$ cat src/rtl/operand_fetch.sv
// Decode-stage operand fetch: register-file read addressing, EX/MEM/WB bypass
// select, load-use hazard detection and the D->E pipeline register.
module operand_fetch #(
  parameter int CTRL_W    = 16,
  parameter bit WB_BYPASS = 1'b0
) (
  input  logic              clk,
  input  logic              rst,
  input  logic              in_valid,
  output logic              in_ready,
  input  logic [4:0]        rs,
  input  logic [4:0]        rt,
  input  logic              use_rs,
  input  logic              use_rt,
  input  logic [CTRL_W-1:0] ctrl_in,
  output logic [4:0]        ra1,
  output logic [4:0]        ra2,
  input  logic [31:0]       rd1,
  input  logic [31:0]       rd2,
  input  logic              ex_regwrite,
  input  logic              ex_is_load,
  input  logic [4:0]        ex_wa,
  input  logic [31:0]       ex_result,
  input  logic              mem_regwrite,
  input  logic [4:0]        mem_wa,
  input  logic [31:0]       mem_result,
  input  logic              wb_regwrite,
  input  logic [4:0]        wb_wa,
  input  logic [31:0]       wb_result,
  input  logic              flush,
  output logic              out_valid,
  input  logic              out_ready,
  output logic [31:0]       op_a,
  output logic [31:0]       op_b,
  output logic [CTRL_W-1:0] ctrl_out,
  output logic [31:0]       stall_cnt
);

  logic [31:0] fwd_a;
  logic [31:0] fwd_b;
  logic        hazard;
  logic        advance;
  logic        load_pending;

  // Youngest producer first; a load still in EX has no result yet and is skipped.
  function automatic logic [31:0] select_operand(input logic [4:0] src, input logic [31:0] file_data);
    logic [31:0] result;
    result = file_data;
    if (src == 5'd0)
      result = 32'd0;
    else if (ex_regwrite && !ex_is_load && ex_wa == src)
      result = ex_result;
    else if (mem_regwrite && mem_wa == src)
      result = mem_result;
    else if (WB_BYPASS && wb_regwrite && wb_wa == src)
      result = wb_result;
    return result;
  endfunction

  assign ra1 = rs;
  assign ra2 = rt;

  always_comb begin
    fwd_a = select_operand(rs, rd1);
    fwd_b = select_operand(rt, rd2);
  end

  assign load_pending = ex_regwrite && ex_is_load && (ex_wa != 5'd0);
  assign hazard       = load_pending && ((use_rs && rs == ex_wa) || (use_rt && rt == ex_wa));
  assign advance      = !out_valid || out_ready;
  assign in_ready     = advance && !hazard && !flush;

  always_ff @(posedge clk) begin
    if (rst) begin
      out_valid <= 1'b0;
      op_a      <= 32'd0;
      op_b      <= 32'd0;
      ctrl_out  <= '0;
      stall_cnt <= 32'd0;
    end else begin
      // Counted even under backpressure: the instruction is still waiting on the load.
      if (in_valid && hazard && !flush)
        stall_cnt <= stall_cnt + 32'd1;

      if (flush) begin
        out_valid <= 1'b0;
      end else if (advance) begin
        if (in_valid && !hazard) begin
          op_a      <= fwd_a;
          op_b      <= fwd_b;
          ctrl_out  <= ctrl_in;
          out_valid <= 1'b1;
        end else begin
          out_valid <= 1'b0;
        end
      end
    end
  end

endmodule
$ cat config.mk
export PLATFORM = sky130hd
export DESIGN_NAME = operand_fetch
export DESIGN_NICKNAME = d
export VERILOG_FILES = /design/src/rtl/operand_fetch.sv
export SDC_FILE = /design/constraint.sdc
export NUM_CORES = 1
export LEC_CHECK = 0
export ABC_CLOCK_PERIOD_IN_PS = 2050
export BUFFER_PORTS_ARGS = -buffer_cell sky130_fd_sc_hd__buf_4
export CAP_MARGIN = 10
export CORE_MARGIN = 5
export CORE_UTILIZATION = 42
export CTS_CLUSTER_DIAMETER = 200
export DETAILED_ROUTE_END_ITERATION = 16
export PLACE_DENSITY = 0.78
export SLEW_MARGIN = 20
export SYNTH_ARGS = -nofsm -noshare
export SYNTH_HDL_FRONTEND = slang
export SYNTH_SLANG_ARGS = --single-unit
export TNS_END_PERCENT = 100
$ cat constraint.sdc
create_clock -name clk -period 2.05 [get_ports clk]
set_input_delay 0.205 -clock clk [delete_from_list [all_inputs] [get_ports clk]]
set_output_delay 0.205 -clock clk [all_outputs]
set_load 0.02 [all_outputs]
## Word level (Yosys, flattened, before mapping)

Index checks and enable logic that the tools add are counted.

- Bitwise operators: 1
- Reductions and logical operators: 26
- Muxes and demuxes: 7
- Add/subtract/negate cells: 1
- Equal/unequal tests: 6

Operators by type and width:

| operator | number |
|---|---|
| 32-bit two-way mux | 6 |
| 32-bit by 1-bit adder with 32-bit output, second input constant | 1 |
| 5-bit == test | 6 |
| 1-bit logical AND | 15 |
| 5-bit logical NOT | 2 |
| 5-bit nonzero test | 1 |
| 1-bit logical NOT | 4 |
| 3-bit AND reduction | 1 |
| 1-bit logical OR | 2 |
| 2-bit OR reduction | 1 |
| 1-bit two-way mux | 1 |
| 1-bit inverter | 1 |

- Register bits: 113
- Bits of input ports: 212
- Output and inout bits: 124
- Word-level logic and storage cells: 46

## Longest topological paths before layout

- Depth after elaboration: 7
- Gate-level depth with buffers: 7
- Depth with buffers taken out: 5

## Least setup slack after synthesis

OpenSTA, ideal clock, no wires.

- Path type: register to register
- Start point: register stall_cnt[4]
- End point: register stall_cnt[18]
- Stages on the path, launching flop included: 7
- Buffers on the path: 1
- Data required time: 1.929 ns
- Setup slack: -0.122 ns
- Setup time: 0.121 ns
- Data arrival time: 2.051 ns
- Cells stage by stage: dfxtp_1 > nand4_4 > or3_1 > clkbuf_1 > or3_1 > nor3_1 > mux2_2

- Cells in the longest elaborated chain, start to end: 1

Ends and longest elaborated chain:

| what | line | source |
|---|---|---|
| start, declared | 36 | `output logic [31:0] stall_cnt` |
| start signal, assigned | 83 | `stall_cnt <= stall_cnt + 32'd1;` |
| 32-bit by 1-bit adder with 32-bit output | 83 |  |

No other way between the ends.
A chain may end at the register's enable or synchronous reset.

## Worst setup path after layout

- Start point: input port flush
- End point: register stall_cnt[12]

- Cells in the longest elaborated chain, start to end: 2

Ends and longest elaborated chain:

| what | line | source |
|---|---|---|
| start, declared | 30 | `input logic flush,` |
| 1-bit logical NOT | 82 | `if (in_valid && hazard && !flush)` |
| 1-bit logical AND | 82 |  |

No other way between the ends.

==> impl_metrics.toml <==
[outcome]
status = "finished clean"

[logic_synthesis]
synth-edff-count = 0
syn_nets = 1033
syn_inst = 820
synth_flop_cell = "dfxtp_1"
ys_warn_count = 0
synth-seq-area-share = 0.348
synthArstFlopShare = 0
synth_seq_cells = 113
syn_avg_cell_area_um2 = 7.94
ys_types = 44
syn_area_um2 = 6510

[clocking]
cts-root-buf = "clkbuf_16"
clockBufferDepth = 2
cts.sinks = 113
clk_latency_ps = 420
htree_levels = 4
cts_tree = "yes"
cts_made_buffers = 17
path_clk_slew_ps = 50

[critical_path]
worstReg2RegStart = "stall_cnt[5]"
critPathLaunch = "flush"
rrSetupSlack_ps = 120
cp-start-kind = "input port"
critical_path_class = "in2reg"
timing.rr.end = "stall_cnt[21]"
worstPathMaxFanout = 18
cp.arrival_ps = 2340
endpoint_kind = "flip-flop"
reg2reg_depth = 5
critPathRequiredTime_ps = 2390

[pwr]
p_per_area_nw_per_um2 = 668
peakVddDrop_mv = 0.522
p_leak_nw = 4.18

[grt]
grt_use_met3 = 0.0674
busiest_layer = "met2"
grt_max_degree = 83
grt_use_met2 = 0.467
grt-ovfl-total = 0
antenna_found_initial = 1
grt_pass1_vias = 7416
met1_usage = 0.340
track_usage = 0.276
grt_pass1_wl_mm = 39.8

[sta]
finalCritPeriodShare = 0.978
fmax_ghz = 0.499
tns_ps = 0
fin_crit_ps = 2000
worstMarginPinSlew_ps = 713
grt_setup_unrepaired = "false"
relSlewSlack = 0.525
setup_violations = 0
final-hold-violation-count = 0
slew_viol_final = 0
finClkSkew_ps = 9.01

[cells_and_area]
fill_cells = 1333
stdcell_area_um2 = 9900
fin_util = 0.652
n_antenna_cell = 0
layout-drive-gt1-share = 0.382
nets = 1330
final_common_cell = "buf_4"
final_cell_mix = "342 x buf_4, 121 x nor2_1, 103 x dfxtp_1"
areaGrowthSynthToFinish_pct = 52.2

[floorplan]
start_util = 0.428
fp.dieH_um = 134
die-width_um = 134
core-area_um2 = 15200
rows = 45
io_pins = 336
dieArea_um2 = 18100

[drt]
wl_per_cell_um = 19.8
routed_wl_mm = 26.1
dr.first_iter.drc_count = 585
drtAntennaViolNets = 0
dr.pass1.iters = 5
dr_total_vias = 7526
viasPerCell = 5.71
drc = 0

[hold_path]
hold_end = "ctrl_out[3]"
hold_start = "ctrl_in[3]"
whs_path_depth = 3
min_path_type = "in2reg"

[flow_run]
drv_cap = 0

[place]
port_buffers = 297
place_area_um2 = 9260
dp.final_hpwl_mm = 19.1
place.gp.congestion = 0.929
==> cell families (layout without fill, tap and decap cells) <==
| logic type | Yosys count | count (layout) | synth area share |
|---|---|---|---|
| XOR/XNOR | 20 | 20 | 0.0269 |
| flip-flops | 113 | 113 | 0.348 |
| buffers and inverters | 146 | 456 | 0.0942 |
| adder cells (fa/ha/maj) | 1 | 1 | 0.00192 |
| AO/OA/AOI/OAI | 201 | 201 | 0.245 |
| AND/OR/NAND/NOR | 306 | 306 | 0.231 |
| multiplexers | 33 | 33 | 0.0540 |
==> through the flow <==
stage               setup slack, ps  cells  hold WS (ps)  power [mW]
floorplan                      13.0    820           283        2.93
global placement               66.3   1285           401        3.54
detailed placement             21.0   1285           401        3.56
CTS                            86.4   1318          41.1        6.65
global route                   12.6   1318          58.4        6.85
finish                         45.3   1318          52.7        6.62
==> flip-flops by register name, summed over array words and instances (netlist names) <==
register and flops:
op_a 32, out_valid 1, ctrl_out 16, stall_cnt 32
op_b 32
==> per-layer routing <==
layer,vias up,part of all wire,routed length [um]
li1,3536,-,-
met1,3536,0.40,10500
met2,389,0.49,12700
met3,63,0.079,2060
met4,2,0.033,872
met5,-,0.00050,13
==> how the worst max path moves through the flow <==
stage / endpoint / slack [ps]
2_1_floorplan: stall_cnt[18] / 10
3_3_place_gp: op_a[10] / 70
3_5_place_dp: op_a[31] / 20
4_1_cts: stall_cnt[12] / 90
5_1_grt: stall_cnt[12] / 10
6_report: stall_cnt[12] / 50
==> Yosys cell counts, drive strengths merged, types with 14 or more instances <==
library cell	count	area [um2]
a211oi	33	248
a21oi	17	96.4
a221oi	32	280
buf	27	166
clkbuf	51	191
dfxtp	113	2260
inv	68	255
mux2	17	191
mux2i	16	160
nand2	49	184
nand2b	37	231
nand4	15	109
nor2	124	465
nor2b	18	113
o21a	32	240
o31ai	14	105
o32ai	64	561
or4	16	120
xnor2	15	131
==> cell type report <==
cell class	count	area (um2)	share of cell area
clock buffer	22	484	0.0489
clock inverter	10	131	0.0133
inverter	68	255	0.0258
multi-input combinational	561	3690	0.372
sequential	113	2270	0.230
tap	188	235	0.0237
timing repair buffer	356	2840	0.287
==> repair_timing <==
| action | in CTS | in global routing |
|---|---|---|
| setup buffers | 0 | 0 |
| hold endpoints to repair | 1 | 0 |
| resized for setup | 0 | 4 |
| endpoints found under the setup margin | 0 | 30 |
| hold buffers | 1 | 0 |
==> worst max-delay path, cell delays in order <==
cell           delay [ps]
dlygate4sd3_1         550
buf_4                 150
and3b_2               240
buf_4                 130
and2_1                160
nand2b_1              110
buf_12                160
or4_1                 490
a21oi_2               160
==> where the power goes <==
part / switching, mW / total [mW] / internal [mW]
logic: 0.622 / 1.21 / 0.584
registers: 0.0431 / 2.32 / 2.28
clock network: 1.06 / 3.09 / 2.03
total: 1.72 / 6.62 / 4.89
No activity file was read; power rests on OpenSTA's default activity.
